$ cat src/rtl/alu_exec_ctrl_pkg.sv
// Shared constants for the execute-stage sequencer in front of the Cpu16Lite ALU.
// Op codes match the ALU decode; ALU_OP_NOP lands in the ALU default branch,
// so the ALU holds its outputs and carry while it is presented.
package alu_exec_ctrl_pkg;

  localparam int ALU_OPID_WIDTH = 4;

  typedef logic [ALU_OPID_WIDTH-1:0] alu_opid_t;

  localparam alu_opid_t ALU_OP_ADD  = 4'h0;
  localparam alu_opid_t ALU_OP_ADC  = 4'h1;
  localparam alu_opid_t ALU_OP_SUB  = 4'h2;
  localparam alu_opid_t ALU_OP_SBC  = 4'h3;
  localparam alu_opid_t ALU_OP_AND  = 4'h4;
  localparam alu_opid_t ALU_OP_OR   = 4'h5;
  localparam alu_opid_t ALU_OP_XOR  = 4'h6;
  localparam alu_opid_t ALU_OP_CMP  = 4'h7;
  localparam alu_opid_t ALU_OP_TEST = 4'h8;
  localparam alu_opid_t ALU_OP_SETF = 4'h9;
  localparam alu_opid_t ALU_OP_RLC  = 4'hA;
  localparam alu_opid_t ALU_OP_NOP  = 4'hF;

endpackage

$ cat src/rtl/alu_exec_ctrl_if.sv
// Instruction issue handshake between the decoder (master) and the sequencer (slave).
interface alu_exec_ctrl_if #(
  parameter int BITS     = 16,
  parameter int REG_BITS = 3
);
  import alu_exec_ctrl_pkg::*;

  logic                in_valid;
  logic                in_ready;
  alu_opid_t           in_op_id;
  logic [REG_BITS-1:0] in_rd;
  logic [REG_BITS-1:0] in_rs1;
  logic [REG_BITS-1:0] in_rs2;
  logic                in_use_imm;
  logic [BITS-1:0]     in_imm;
  logic                in_wb;

  modport master (
    output in_valid, in_op_id, in_rd, in_rs1, in_rs2, in_use_imm, in_imm, in_wb,
    input  in_ready
  );

  modport slave (
    input  in_valid, in_op_id, in_rd, in_rs1, in_rs2, in_use_imm, in_imm, in_wb,
    output in_ready
  );

endinterface

$ cat src/rtl/alu_regfile.sv
// Register file: two async operand read ports, one async debug port,
// one synchronous write port. R0 is an ordinary register.
module alu_regfile #(
  parameter int BITS     = 16,
  parameter int REG_BITS = 3
) (
  input  logic                clk,
  input  logic                nreset,
  input  logic [REG_BITS-1:0] rs1_addr,
  output logic [BITS-1:0]     rs1_data,
  input  logic [REG_BITS-1:0] rs2_addr,
  output logic [BITS-1:0]     rs2_data,
  input  logic [REG_BITS-1:0] dbg_addr,
  output logic [BITS-1:0]     dbg_data,
  input  logic                we,
  input  logic [REG_BITS-1:0] wr_addr,
  input  logic [BITS-1:0]     wr_data
);

  localparam int NREG = 1 << REG_BITS;

  logic [BITS-1:0] regs_q [NREG];
  logic [BITS-1:0] regs_d [NREG];

  // next register contents: single write port
  always_comb begin
    regs_d = regs_q;
    if (we) regs_d[wr_addr] = wr_data;
  end

  // storage, cleared by async reset
  always_ff @(posedge clk or negedge nreset) begin
    if (!nreset) regs_q <= '{default: '0};
    else         regs_q <= regs_d;
  end

  assign rs1_data = regs_q[rs1_addr];
  assign rs2_data = regs_q[rs2_addr];
  assign dbg_data = regs_q[dbg_addr];

endmodule

$ cat src/rtl/alu_exec_ctrl.sv
// Execute-stage sequencer: latches operands into the ALU input registers,
// holds the op for exactly one cycle, then commits result and flags.
// A new instruction may be accepted on the commit edge; its operands are
// forwarded from the committing result when they name the pending rd.
//
//   state | meaning
//   IDLE  | nothing in flight, ready for an instruction
//   EXEC  | ALU inputs valid, op presented for this cycle only
//   WB    | ALU outputs valid, commit on the closing edge, may accept next
module alu_exec_ctrl
  import alu_exec_ctrl_pkg::*;
#(
  parameter int BITS     = 16,
  parameter int REG_BITS = 3
) (
  input  logic                      clk,
  input  logic                      nreset,
  alu_exec_ctrl_if.slave            in_if,
  output logic [ALU_OPID_WIDTH-1:0] alu_op_id,
  output logic [BITS-1:0]           alu_op1,
  output logic [BITS-1:0]           alu_op2,
  input  logic [BITS-1:0]           alu_out,
  input  logic                      alu_z,
  input  logic                      alu_c,
  output logic                      flag_z,
  output logic                      flag_c,
  output logic                      done,
  input  logic [REG_BITS-1:0]       dbg_addr,
  output logic [BITS-1:0]           dbg_data
);

  localparam logic [1:0] ST_IDLE = 2'd0;
  localparam logic [1:0] ST_EXEC = 2'd1;
  localparam logic [1:0] ST_WB   = 2'd2;

  logic [1:0]          state_q, state_d;
  alu_opid_t           op_id_q, op_id_d;
  logic [BITS-1:0]     op1_q, op1_d;
  logic [BITS-1:0]     op2_q, op2_d;
  logic [REG_BITS-1:0] rd_q, rd_d;
  logic                wb_q, wb_d;
  logic                flag_z_q, flag_z_d;
  logic                flag_c_q, flag_c_d;
  logic                done_q, done_d;

  logic                in_ready;
  logic                accept;
  logic                fwd_ok;
  logic                commit;
  logic [BITS-1:0]     rf_rs1_data;
  logic [BITS-1:0]     rf_rs2_data;
  logic [BITS-1:0]     src1;
  logic [BITS-1:0]     src2;

  alu_regfile #(
    .BITS     (BITS),
    .REG_BITS (REG_BITS)
  ) u_regfile (
    .clk      (clk),
    .nreset   (nreset),
    .rs1_addr (in_if.in_rs1),
    .rs1_data (rf_rs1_data),
    .rs2_addr (in_if.in_rs2),
    .rs2_data (rf_rs2_data),
    .dbg_addr (dbg_addr),
    .dbg_data (dbg_data),
    .we       (commit && wb_q),
    .wr_addr  (rd_q),
    .wr_data  (alu_out)
  );

  assign in_ready       = (state_q != ST_EXEC);
  assign in_if.in_ready = in_ready;
  assign accept         = in_if.in_valid && in_ready;
  assign commit         = (state_q == ST_WB);
  // the register file still holds the old value during WB, so bypass it
  assign fwd_ok         = commit && wb_q;

  // operand selection with forwarding of the committing result
  always_comb begin
    src1 = rf_rs1_data;
    src2 = in_if.in_use_imm ? in_if.in_imm : rf_rs2_data;
    if (fwd_ok && (in_if.in_rs1 == rd_q)) src1 = alu_out;
    if (fwd_ok && !in_if.in_use_imm && (in_if.in_rs2 == rd_q)) src2 = alu_out;
  end

  // sequencer next-state, ALU input and commit logic
  always_comb begin
    state_d  = state_q;
    op_id_d  = op_id_q;
    op1_d    = op1_q;
    op2_d    = op2_q;
    rd_d     = rd_q;
    wb_d     = wb_q;
    flag_z_d = flag_z_q;
    flag_c_d = flag_c_q;
    done_d   = 1'b0;

    case (state_q)
      ST_IDLE: begin
        if (accept) state_d = ST_EXEC;
      end
      ST_EXEC: begin
        // op must drop after one cycle so stateful ops never run twice
        op_id_d = ALU_OP_NOP;
        state_d = ST_WB;
      end
      ST_WB: begin
        flag_z_d = alu_z;
        flag_c_d = alu_c;
        done_d   = 1'b1;
        state_d  = accept ? ST_EXEC : ST_IDLE;
      end
      default: begin
        op_id_d = ALU_OP_NOP;
        state_d = ST_IDLE;
      end
    endcase

    if (accept) begin
      op_id_d = in_if.in_op_id;
      op1_d   = src1;
      op2_d   = src2;
      rd_d    = in_if.in_rd;
      wb_d    = in_if.in_wb;
    end
  end

  // state and registered outputs
  always_ff @(posedge clk or negedge nreset) begin
    if (!nreset) begin
      state_q  <= ST_IDLE;
      op_id_q  <= ALU_OP_NOP;
      op1_q    <= '0;
      op2_q    <= '0;
      rd_q     <= '0;
      wb_q     <= 1'b0;
      flag_z_q <= 1'b0;
      flag_c_q <= 1'b0;
      done_q   <= 1'b0;
    end else begin
      state_q  <= state_d;
      op_id_q  <= op_id_d;
      op1_q    <= op1_d;
      op2_q    <= op2_d;
      rd_q     <= rd_d;
      wb_q     <= wb_d;
      flag_z_q <= flag_z_d;
      flag_c_q <= flag_c_d;
      done_q   <= done_d;
    end
  end

  assign alu_op_id = op_id_q;
  assign alu_op1   = op1_q;
  assign alu_op2   = op2_q;
  assign flag_z    = flag_z_q;
  assign flag_c    = flag_c_q;
  assign done      = done_q;

endmodule

$ cat src/flat_wrapper.sv
// flat-port wrapper written by rule: the top's interface ports become plain ports
module alu_exec_ctrl_flat import alu_exec_ctrl_pkg::*;
#(
  parameter int BITS     = 16,
  parameter int REG_BITS = 3
)
  (clk, nreset, alu_op_id, alu_op1, alu_op2, alu_out, alu_z, alu_c, flag_z, flag_c, done, dbg_addr, dbg_data, in_if_in_valid, in_if_in_op_id, in_if_in_rd, in_if_in_rs1, in_if_in_rs2, in_if_in_use_imm, in_if_in_imm, in_if_in_wb, in_if_in_ready);
  alu_exec_ctrl_if #(.BITS(BITS), .REG_BITS(REG_BITS)) in_if_i ();
  input  logic clk;
  input  logic nreset;
  output logic [ALU_OPID_WIDTH-1:0] alu_op_id;
  output logic [BITS-1:0] alu_op1;
  output logic [BITS-1:0] alu_op2;
  input  logic [BITS-1:0] alu_out;
  input  logic alu_z;
  input  logic alu_c;
  output logic flag_z;
  output logic flag_c;
  output logic done;
  input  logic [REG_BITS-1:0] dbg_addr;
  output logic [BITS-1:0] dbg_data;
  input wire logic [$bits(in_if_i.in_valid)-1:0] in_if_in_valid;
  input wire logic [$bits(in_if_i.in_op_id)-1:0] in_if_in_op_id;
  input wire logic [$bits(in_if_i.in_rd)-1:0] in_if_in_rd;
  input wire logic [$bits(in_if_i.in_rs1)-1:0] in_if_in_rs1;
  input wire logic [$bits(in_if_i.in_rs2)-1:0] in_if_in_rs2;
  input wire logic [$bits(in_if_i.in_use_imm)-1:0] in_if_in_use_imm;
  input wire logic [$bits(in_if_i.in_imm)-1:0] in_if_in_imm;
  input wire logic [$bits(in_if_i.in_wb)-1:0] in_if_in_wb;
  output wire logic [$bits(in_if_i.in_ready)-1:0] in_if_in_ready;
  assign in_if_i.in_valid = in_if_in_valid;
  assign in_if_i.in_op_id = in_if_in_op_id;
  assign in_if_i.in_rd = in_if_in_rd;
  assign in_if_i.in_rs1 = in_if_in_rs1;
  assign in_if_i.in_rs2 = in_if_in_rs2;
  assign in_if_i.in_use_imm = in_if_in_use_imm;
  assign in_if_i.in_imm = in_if_in_imm;
  assign in_if_i.in_wb = in_if_in_wb;
  assign in_if_in_ready = in_if_i.in_ready;
  alu_exec_ctrl #(.BITS(BITS), .REG_BITS(REG_BITS)) u_core (.clk(clk), .nreset(nreset), .in_if(in_if_i), .alu_op_id(alu_op_id), .alu_op1(alu_op1), .alu_op2(alu_op2), .alu_out(alu_out), .alu_z(alu_z), .alu_c(alu_c), .flag_z(flag_z), .flag_c(flag_c), .done(done), .dbg_addr(dbg_addr), .dbg_data(dbg_data));
endmodule
$ cat config.mk
export PLATFORM = sky130hd
export DESIGN_NAME = alu_exec_ctrl_flat
export DESIGN_NICKNAME = d
export VERILOG_FILES = /design/src/rtl/alu_exec_ctrl_pkg.sv /design/src/rtl/alu_exec_ctrl_if.sv /design/src/rtl/alu_regfile.sv /design/src/rtl/alu_exec_ctrl.sv /design/src/flat_wrapper.sv
export SDC_FILE = /design/constraint.sdc
export NUM_CORES = 1
export LEC_CHECK = 0
export BUFFER_PORTS_ARGS = -buffer_cell sky130_fd_sc_hd__buf_2
export CAP_MARGIN = 30
export CORE_MARGIN = 2
export CORE_UTILIZATION = 25
export CTS_CLUSTER_DIAMETER = 150
export DETAILED_ROUTE_END_ITERATION = 10
export PLACE_DENSITY_LB_ADDON = 0.25
export SLEW_MARGIN = 40
export SYNTH_ARGS = -nofsm -noshare
export SYNTH_HDL_FRONTEND = slang
export SYNTH_SLANG_ARGS = --single-unit
export TNS_END_PERCENT = 50
$ cat constraint.sdc
create_clock -name clk -period 3.6 [get_ports clk]
set_clock_uncertainty 0.15 [all_clocks]
set_input_delay 0.54 -clock clk [delete_from_list [all_inputs] [get_ports clk]]
set_output_delay 0.54 -clock clk [all_outputs]
set_load 0.005 [all_outputs]
# --- After elaboration in Yosys (flattened, before gate mapping) ---
# Index checks and enable logic that the tools add are counted.
totals:
  ff_bits: 173
  inputBits: 55
  output_inout_bits: 56
  wordCells: 63
op_classes:
  n_lt_le_gt_ge: 5
  n_eq_ne: 7
  mux: 21
  n_bitwise: 4
  reduce_logical: 9
op_table:
  columns: ["operator", "n"]
  rows:
  - ["$mux W16", 10]
  - ["$bmux W16 S3", 3]
  - ["$bwmux W128", 1]
  - ["$demux W16 S3", 1]
  - ["$ge A4 B4 Y1 const B", 4]
  - ["$not A3 Y4", 4]
  - ["$mux W4", 2]
  - ["$eq A3 B3 Y1", 2]
  - ["$logic_and A1 B1 Y1", 6]
  - ["$ne A2 B1 Y1 const B", 3]
  - ["$pmux W2 S3", 1]
  - ["$lt A4 B1 Y1 const B", 1]
  - ["$eq A2 B1 Y1 const B", 1]
  - ["$eq A2 B2 Y1 const B", 1]
  - ["$logic_not A2 Y1", 1]
  - ["$mux W1", 2]
  - ["$mux W2", 1]
  - ["$reduce_or A2 Y1", 1]
  - ["$logic_not A1 Y1", 1]

# --- Longest topological paths before layout ---
# Gate-level depths: netlist of run 1.
logic_depth:
  ltp_word: 6
  mapped_depth: 7
  depth_no_buf: 4

# --- Cells and area by module ---
# A second synthesis of run 1 with hierarchy kept.
unflattened:
  cells_unflattened: 684
  hier_area_um2: 10304.9
by_module_without_submodules:
  columns: ["module", "instances", "cells_each", "area_per_inst_um2", "seq_area_each_um2"]
  rows:
  - ["alu_regfile", 1, 450, 8071.5, 3203.1]
  - ["alu_exec_ctrl", 1, 234, 2233.4, 1131.1]

# --- Worst setup path after synthesis of run 1 ---
# Ideal clock, no wire load.
synth_timing:
  path_kind: "input port to output port"
  start: "in dbg_addr[0]"
  end: "out dbg_data[0]"
  t_arrival_ns: 1.850
  required_ns: 2.910
  slack_ns: 1.060
  cell_stages: 4
  cell_sequence: "clkbuf_1 -> buf_2 -> mux4_2 -> mux2_2"
synth_between:
  elab_chain_len: 4
synth_lines:
  columns: ["element", "line", "text"]
  rows:
  - ["from (decl)", "flat_wrapper.sv:20", "input logic [REG_BITS-1:0] dbg_addr;"]
  - ["$not A3 Y4 (not written as such)", "alu_regfile.sv:39", "assign dbg_data = regs_q[dbg_addr];"]
  - ["$bmux W16 S3", "alu_regfile.sv:39", null]
  - ["$mux W16 (not written as such) (2 in series)", "alu_regfile.sv:39", null]
  - ["to (decl)", "flat_wrapper.sv:21", "output logic [BITS-1:0] dbg_data;"]
# No other way between the ends. The select of a mux whose other input is x is not followed.

# --- Worst setup path in the final report of run 1 ---
layout_timing:
  start: "in dbg_addr[0]"
  end: "out dbg_data[9]"
# Same word-level chain as after synthesis.

==> results of run 1 <==
[kinds of logic (layout without fill, tap and decap cells)]
logic type / count (synthesis) / in the layout / synth area share (%)
mux: 274 / 274 / 42.39
flops: 173 / 173 / 43.78
buf+inv: 81 / 193 / 4.524
simple gates: 77 / 77 / 4.449
compound gates: 59 / 59 / 4.335
xor+xnor: 6 / 6 / 0.5309
other cells: 0 / 1 / 0
[what timing repair did]
item	in CTS	in global routing
endpoints found under the setup margin	0	0
endpoints found under the hold margin	15	0
hold buffers	1	0
[final timing paths]
kind                                         from  cells past startpoint                           to
worst max-delay path                  dbg_addr[0]                      5                  dbg_data[9]
worst min-delay path            in_if_in_op_id[3]                      3          u_core.alu_op_id[3]
worst max register to register  u_core.state_q[0]                      5  u_core.u_regfile.regs_q[60]
worst min register to register      u_core.flag_z                      1                u_core.flag_z
max in group asynchronous                  nreset                      3          u_core.alu_op_id[3]
min in group asynchronous                  nreset                      2           u_core.alu_op2[13]
[through the flow]
step | hold slack (ns) | util [%]
floorplan | 0.09441 | -
global placement | 0.3368 | 28.30
detailed placement | 0.3389 | 28.30
CTS | 0.1122 | 29.89
global route | 0.1228 | 29.91
finish | 0.1349 | 29.92
[worst max-delay path: cells and delay by family]
kind	cells	cell delay, ns
muxes	2	0.86
buffers and inverters	3	0.59
[power by group]
group          leakage [nW]  internal, mW  switching [mW]
Combinational          2.58          1.11           0.639
Clock                 0.302          1.11           0.878
Sequential             2.14          2.42           0.457
Total                  5.02          4.65            1.97
[cell type report]
cell class              instances  share of cell area (%)
multi-input cells             416                   44.13
flip-flops and latches        173                   37.31
repair buffers                145                   7.184
well taps                     518                   5.580
clock buffers                  18                   3.695
clock inverters                14                   1.562
inverters                      16                  0.5170
diodes                          1                 0.02154
[cell usage after synthesis, types with 4 or more instances]
cell type  instances  area share, %
dfrtp_1          169             43
mux2_2           153             17
mux4_2            79             18
nand2_1           30            1.1
mux2i_1           25            2.5
buf_2             23            1.2
a221oi_1          21            1.9
clkbuf_1          16           0.61
inv_1             16           0.61
mux4_1            15            4.0
nor2_1            15           0.57
a21oi_1           14           0.71
o21ai_0           13           0.66
a221o_1           11            1.1
nand4b_1           9           0.80
buf_1              7           0.27
buf_4              6           0.45
buf_6              4           0.45
dfstp_2            4            1.1
nor3_1             4           0.20
[state kept, by name, indices dropped and copies added, names as in the netlist]
register and flops:
u_core.alu_op2 16, u_core.u_regfile.regs_q 128, u_core.alu_op1 16, u_core.flag_c 1, u_core.state_q 2, u_core.flag_z 1, u_core.rd_q 3, u_core.alu_op_id 4
u_core.wb_q 1, u_core.done 1
[layer usage]
metal  wire [µm]  track usage [%]
met1       14240            21.27
met2       15440            25.87
met3        1525            3.547
met4         326            3.441
met5           0                0
==> impl_metrics.env, run 1 <==
export IMPL_numCtsBuffers=17
export IMPL_crit_top_cell="buf_2"
export IMPL_initial_core_util_pct=25.50
export IMPL_synth_seq_cells=173
export IMPL_grt_max_degree=75
export IMPL_die_h_um=203.0
export IMPL_crit_path_start_kind="input pin"
export IMPL_crit_chain="buf_2 -> buf_4 -> mux4_2 -> mux2_2 -> buf_2"
export IMPL_drc=0
export IMPL_place_ws_ns=0.8748
export IMPL_cts_path_max_buffers=2
export IMPL_final_seq_area_um2=4334
export IMPL_synth_edf_count=0
export IMPL_synth_flop_cell="dfrtp_1"
export IMPL_fin_crit_sh_pct=74.88
export IMPL_drive_gt1_share_pct=54.22
export IMPL_dieArea_um2=41210
export IMPL_syn_area_per_cell_um2=14.78
export IMPL_placed_cell_area_um2=10990
export IMPL_setup_slack_ns=0.9042
export IMPL_cts_setup_buffers=0
export IMPL_root_buffer="clkbuf_16"
export IMPL_syn_num_nets=725
export IMPL_synthCells=670
export IMPL_synthesis_area_um2=9901
export IMPL_rsz0062_at_grt="false"
export IMPL_wl_per_cell_um=24.24
export IMPL_async_reset_ff_share_pct=100.0
export IMPL_critPathCaptureType="output pin"
export IMPL_place_gp_congestion=0.7667
export IMPL_ys_warn_count=0
export IMPL_n_fill_cell=3916
export IMPL_cts_resized=0
export IMPL_avgViaCountPerCell=5.053
export IMPL_worst_path_max_delay_cell="mux4_2"
export IMPL_grt_ovfl_total=0
export IMPL_worstPathRequired_ns=2.91
export IMPL_multiInputGateArea_um2=5126
export IMPL_cts_tree="yes"
export IMPL_layout_nets=824
export IMPL_finalNonFillerCells=1301
export IMPL_peakVddDrop_mv=0.3267
export IMPL_arrival_ns=2.01
export IMPL_setup_tns_ns=0
export IMPL_syn2layout_area_growth_pct=17.33
export IMPL_p_leak_nw=5.021
export IMPL_hpwl_mm=20.98
export IMPL_rows=72
export IMPL_final_cell_mix="dfrtp_1, mux2_2, buf_2"
export IMPL_ios=111
export IMPL_setup_violations=0
export IMPL_slew_headroom_pct=47.32
export IMPL_finalCriticalPeriod_ns=2.696
export IMPL_worst_pin_slew_ns=0.7859
export IMPL_yosysUniqueCellTypes=42
export IMPL_vias=6574
export IMPL_clock_latency_ns=0.45
export IMPL_dp_cells=1267
export IMPL_slew_violations=0
export IMPL_design_area_um2=11620
export IMPL_port_buffers=110
export IMPL_outcome="finished clean"
export IMPL_first_pass_iters=4
export IMPL_hold_viol_final=0
export IMPL_clkSlewWorstSetupHoldPaths_ns=0.07
export IMPL_cp_max_fo=18
export IMPL_drv_cap=0
export IMPL_first_iter_violations=415
export IMPL_ant_nets=0
export IMPL_grt_pass1_wl_mm=47.42
export IMPL_cts_sinks=173
export IMPL_crit_type="input pin to output pin"
export IMPL_cts_max_level=4
export IMPL_antenna_found_initial=1
export IMPL_p_per_area_nw_per_um2=570.1
export IMPL_die_w_um=203.0
export IMPL_max_freq_ghz=0.3710
export IMPL_final_common_cell="dfrtp_1"
export IMPL_slowest_delay_ns=0.55
export IMPL_synth_seq_area_share_pct=43.78
export IMPL_grt_pass1_vias=6851
export IMPL_worstHoldPathType="input pin to flop"
export IMPL_core_area_um2=38830
export IMPL_routed_wl_mm=31.54
export IMPL_total_power_mw=6.623
export IMPL_grt_util_all_layers_pct=15.76
export IMPL_regToRegSetupSlack_ns=1.03
Power figures use the tool's default switching activity.
==> run 2: changes to the inputs <==
==> constraint.sdc (replaced) <==
create_clock -name clk -period 2.8 [get_ports clk]
set_clock_uncertainty 0.15 [all_clocks]
set_input_delay 0.42 -clock clk [delete_from_list [all_inputs] [get_ports clk]]
set_output_delay 0.42 -clock clk [all_outputs]
set_load 0.005 [all_outputs]
==> run 2 against run 1 <==
  * Cell count up 0.69%
  * Register-to-register slack worse by 0.47 ns
  * Sequential power up 28%
  * Count of clock-buffer cells in the layout up 2
==> impl_metrics.env, run 2 (synthesized netlist as in run 1, its figures left out) <==
export IMPL_worst_path_max_delay_cell="mux4_2"
export IMPL_port_buffers=110
export IMPL_setup_slack_ns=0.4180
export IMPL_crit_chain="buf_2 -> buf_12 -> mux4_2 -> mux2_2 -> buf_2"
export IMPL_clock_latency_ns=0.44
export IMPL_regToRegSetupSlack_ns=0.56
export IMPL_cts_setup_buffers=0
export IMPL_r2r_cells=5
export IMPL_slew_headroom_pct=56.80
export IMPL_critPathCaptureType="output pin"
export IMPL_peakVddDrop_mv=0.3236
export IMPL_drc=0
export IMPL_n_fill_cell=3865
export IMPL_p_leak_nw=5.076
export IMPL_worst_pin_slew_ns=0.6451
export IMPL_first_iter_violations=560
export IMPL_grt_ovfl_total=0
export IMPL_layout_nets=833
export IMPL_p_per_area_nw_per_um2=724.8
export IMPL_worstPathRequired_ns=2.23
export IMPL_slowest_delay_ns=0.55
export IMPL_cp_max_fo=32
export IMPL_cts_sinks=173
export IMPL_final_common_cell="dfrtp_1"
export IMPL_drive_gt1_share_pct=54.36
export IMPL_cts_resized=0
export IMPL_place_gp_congestion=0.7609
export IMPL_syn2layout_area_growth_pct=18.60
export IMPL_root_buffer="clkbuf_16"
export IMPL_crit_top_cell="buf_2"
export IMPL_r2r_start="u_core.rd_q[0]"
export IMPL_r2r_end="u_core.alu_op1[5]"
export IMPL_numCtsBuffers=17
export IMPL_design_area_um2=11740
export IMPL_placed_cell_area_um2=11090
export IMPL_cts_tree="yes"
export IMPL_core_area_um2=38830
export IMPL_worstHoldPathType="input pin to flop"
export IMPL_hold_viol_final=0
export IMPL_place_ws_ns=0.3900
export IMPL_grt_max_degree=69
export IMPL_largest_register="u_core.u_regfile.regs_q"
export IMPL_final_util_pct=30.24
export IMPL_final_cell_mix="dfrtp_1, mux2_2, buf_2"
export IMPL_die_w_um=203.0
export IMPL_routed_wl_mm=31.49
export IMPL_largest_register_ffs=128
export IMPL_first_pass_iters=5
export IMPL_multiInputGateArea_um2=5120
export IMPL_startpoint="dbg_addr[0]"
export IMPL_drv_cap=0
export IMPL_cts_path_max_buffers=2
export IMPL_outcome="finished clean"
export IMPL_dp_cells=1273
export IMPL_initial_core_util_pct=25.50
export IMPL_crit_type="input pin to output pin"
export IMPL_dieArea_um2=41210
export IMPL_crit_path_start_kind="input pin"
export IMPL_cts_max_level=4
export IMPL_grt_util_all_layers_pct=15.57
export IMPL_holdCritStartpoint="in_if_in_op_id[3]"
export IMPL_wl_per_cell_um=24.04
export IMPL_antenna_found_initial=1
export IMPL_vias=6572
export IMPL_fin_crit_sh_pct=85.07
export IMPL_hpwl_mm=20.66
export IMPL_avgViaCountPerCell=5.017
export IMPL_ios=111
export IMPL_clkSlewWorstSetupHoldPaths_ns=0.06
export IMPL_die_h_um=203.0
export IMPL_whs_ns=0.01553
export IMPL_finalNonFillerCells=1310
export IMPL_rows=72
export IMPL_grt_pass1_wl_mm=46.69
export IMPL_max_freq_ghz=0.4198
export IMPL_crit_path_end="dbg_data[12]"
export IMPL_final_seq_area_um2=4334
export IMPL_setup_tns_ns=0
export IMPL_total_power_mw=8.510
export IMPL_arrival_ns=1.81
export IMPL_setup_violations=0
export IMPL_finalCriticalPeriod_ns=2.382
export IMPL_slew_violations=0
export IMPL_grt_pass1_vias=6904
export IMPL_ant_nets=0
export IMPL_rsz0062_at_grt="false"
run 2: critical path, delay by kind of cell:
family | cells | cell delay [ns]
muxes | 2 | 0.86
buffers and inverters | 3 | 0.51
run 2: area by class of cell:
class	count	share of cell area, %
Inverter	16	0.5115
Multi-Input combinational cell	416	43.60
Clock inverter	12	1.268
Clock buffer	20	3.889
Tap cell	518	5.519
Antenna cell	1	0.02131
Sequential cell	173	36.91
Timing Repair Buffer	154	8.279
run 2: worst min path at each step:
stage,to,depth (start not counted)
floorplan,u_core.alu_op1[0],0
global placement,u_core.alu_op1[11],1
detailed placement,u_core.alu_op1[11],1
CTS,u_core.alu_op_id[3],3
global route,u_core.alu_op_id[3],3
finish,u_core.alu_op_id[3],3
run 2: where the power goes:
| part | switching [mW] | total (mW) | internal, mW |
|---|---|---|---|
| combinational | 0.840 | 2.29 | 1.45 |
| sequential | 0.582 | 3.70 | 3.12 |
| clock | 1.13 | 2.52 | 1.39 |
| total | 2.55 | 8.51 | 5.96 |
run 2: metal layers:
metal	GRT usage, %	share of wire (%)	vias to the layer above
met5	0	0	-
met4	4.119	1.6	0
met3	3.226	4.4	26
met2	25.70	49	186
met1	20.78	45	3510
li1	-	-	2850
run 2: repair_timing:
action                                 4_1_cts  5_1_grt
hold buffers                                 4        0
endpoints found under the hold margin       35        0
setup endpoints to repair                    0        0
==> run 3: changes to the inputs <==
--- a/config.mk
+++ b/config.mk
@@ -12,6 +12,7 @@
 export CTS_CLUSTER_DIAMETER = 150
 export DETAILED_ROUTE_END_ITERATION = 10
 export PLACE_DENSITY_LB_ADDON = 0.25
+export SETUP_SLACK_MARGIN = 0.1
 export SLEW_MARGIN = 40
 export SYNTH_ARGS = -nofsm -noshare
 export SYNTH_HDL_FRONTEND = slang
==> constraint.sdc (replaced) <==
create_clock -name clk -period 2.97 [get_ports clk]
set_clock_uncertainty 0.15 [all_clocks]
set_input_delay 0.4455 -clock clk [delete_from_list [all_inputs] [get_ports clk]]
set_output_delay 0.4455 -clock clk [all_outputs]
set_load 0.005 [all_outputs]
==> run 3 against run 2 <==
  * Via count increased by 0.29%
  * Register-to-register slack better by 0.06 ns
  * Largest power group unchanged
  * Critical endpoint is now dbg_data[14]
  * Sequential share of layout area grew 0.16 points
  * Flip-flop and latch count unchanged
==> impl_metrics.env, run 3 (synthesized netlist as in run 1, its figures left out) <==
export IMPL_fin_crit_sh_pct=82.24
export IMPL_max_freq_ghz=0.4094
export IMPL_cts_resized=0
export IMPL_crit_chain="buf_2 -> buf_12 -> mux4_2 -> mux2_2 -> buf_2"
export IMPL_final_cell_mix="dfrtp_1, mux2_2, buf_2"
export IMPL_core_area_um2=38830
export IMPL_cts_setup_buffers=0
export IMPL_die_w_um=203.0
export IMPL_setup_tns_ns=0
export IMPL_r2r_cells=5
export IMPL_cts_path_max_buffers=2
export IMPL_ios=111
export IMPL_grt_pass1_wl_mm=47.09
export IMPL_cts_tree="yes"
export IMPL_p_leak_nw=5.050
export IMPL_cts_max_level=4
export IMPL_numCtsBuffers=17
export IMPL_drc=0
export IMPL_arrival_ns=1.85
export IMPL_clock_latency_ns=0.45
export IMPL_clkSlewWorstSetupHoldPaths_ns=0.07
export IMPL_grt_util_all_layers_pct=15.72
export IMPL_path_depth=5
export IMPL_wl_per_cell_um=23.98
export IMPL_n_fill_cell=3900
export IMPL_dp_cells=1271
export IMPL_worst_pin_slew_ns=0.8657
export IMPL_multiInputGateArea_um2=5120
export IMPL_place_gp_congestion=0.7375
export IMPL_setup_violations=0
export IMPL_hpwl_mm=20.60
export IMPL_outcome="finished clean"
export IMPL_vias=6591
export IMPL_antenna_found_initial=1
export IMPL_ant_nets=0
export IMPL_grt_pass1_vias=6862
export IMPL_slowest_delay_ns=0.56
export IMPL_place_ws_ns=0.4493
export IMPL_hold_depth=3
export IMPL_rsz0062_at_grt="false"
export IMPL_rows=72
export IMPL_cp_max_fo=32
export IMPL_first_pass_iters=5
export IMPL_use_met3_pct=3.162
export IMPL_final_seq_area_um2=4334
export IMPL_root_buffer="clkbuf_16"
export IMPL_crit_top_cell="buf_2"
export IMPL_drive_gt1_share_pct=54.58
export IMPL_worstPathRequired_ns=2.37
export IMPL_peakVddDrop_mv=0.3962
export IMPL_crit_path_start_kind="input pin"
export IMPL_routed_wl_mm=31.30
export IMPL_setup_slack_ns=0.5274
export IMPL_use_met2_pct=25.39
export IMPL_critPathCaptureType="output pin"
export IMPL_finalNonFillerCells=1305
export IMPL_slew_headroom_pct=42.03
export IMPL_worstHoldPathType="input pin to flop"
export IMPL_dieArea_um2=41210
export IMPL_cp_num_buf_inv=3
export IMPL_crit_type="input pin to output pin"
export IMPL_hold_viol_final=0
export IMPL_worst_path_max_delay_cell="mux4_2"
export IMPL_use_met1_pct=21.79
export IMPL_avgViaCountPerCell=5.051
export IMPL_path_delay_family="multiplexers"
export IMPL_die_h_um=203.0
export IMPL_grt_busiest_layer="met2"
export IMPL_layout_nets=828
export IMPL_grt_ovfl_total=0
export IMPL_grt_max_degree=88
export IMPL_initial_core_util_pct=25.50
export IMPL_drv_cap=0
export IMPL_syn2layout_area_growth_pct=18.08
export IMPL_largest_register_ffs=128
export IMPL_final_common_cell="dfrtp_1"
export IMPL_largest_register="u_core.u_regfile.regs_q"
export IMPL_first_iter_violations=453
export IMPL_port_buffers=110
export IMPL_p_per_area_nw_per_um2=679.7
export IMPL_slew_violations=0
export IMPL_cts_sinks=173
export IMPL_finalCriticalPeriod_ns=2.443
-- run 3: worst min-delay path: cells and delay by family --
| kind | cells | cell delay (ns) |
|---|---|---|
| buf+inv | 1 | 0.10 |
| simple gates | 2 | 0.08 |
-- run 3: report_power, final --
| part | internal, mW | switching (mW) |
|---|---|---|
| Clock | 1.20 | 1.11 |
| Combinational | 1.36 | 0.782 |
| Sequential | 2.94 | 0.548 |
-- run 3: path summary, 6_finish.rpt --
path	startpoint	end	slack (ns)
min in group asynchronous	nreset	u_core.u_regfile.regs_q[11]	0.31
max reg2reg	u_core.rd_q[1]	u_core.alu_op2[10]	0.62
min	in_if_in_op_id[3]	u_core.alu_op_id[3]	0.04
max in group asynchronous	nreset	u_core.alu_op_id[3]	1.53
max	dbg_addr[0]	dbg_data[14]	0.53
min reg2reg	u_core.state_q[0]	u_core.state_q[0]	0.35
-- run 3: layer usage --
metal | wire (µm) | part of all wire [%]
met5 | 0 | 0
met4 | 360 | 1.2
met1 | 14650 | 47
met2 | 15020 | 48
met3 | 1269 | 4.1
-- run 3: what timing repair did --
action                     4_1_cts  5_1_grt
hold buffers                     1        0
hold endpoints to repair        33        0
setup endpoints to repair        0        0
-- run 3: cell type report --
class	count	share of cell area, %
Multi-Input combinational cell	416	43.79
Sequential cell	173	37.07
Timing Repair Buffer	149	7.930
Tap cell	518	5.544
Clock buffer	17	3.639
Clock inverter	15	1.488
Inverter	16	0.5137
Antenna cell	1	0.02140
-- run 3: stage by stage --
step	utilization, %	power [mW]	hold WS (ns)	instance area, µm²
final	30.11	7.946	0.03599	11690
after global routing	30.10	8.382	0.03534	11690
after CTS	30.10	8.060	0.009696	11690
after detailed placement	28.54	5.697	0.2334	11080
after global placement	28.54	5.670	0.2301	11080
after floorplan	-	4.896	-0.00009107	9901
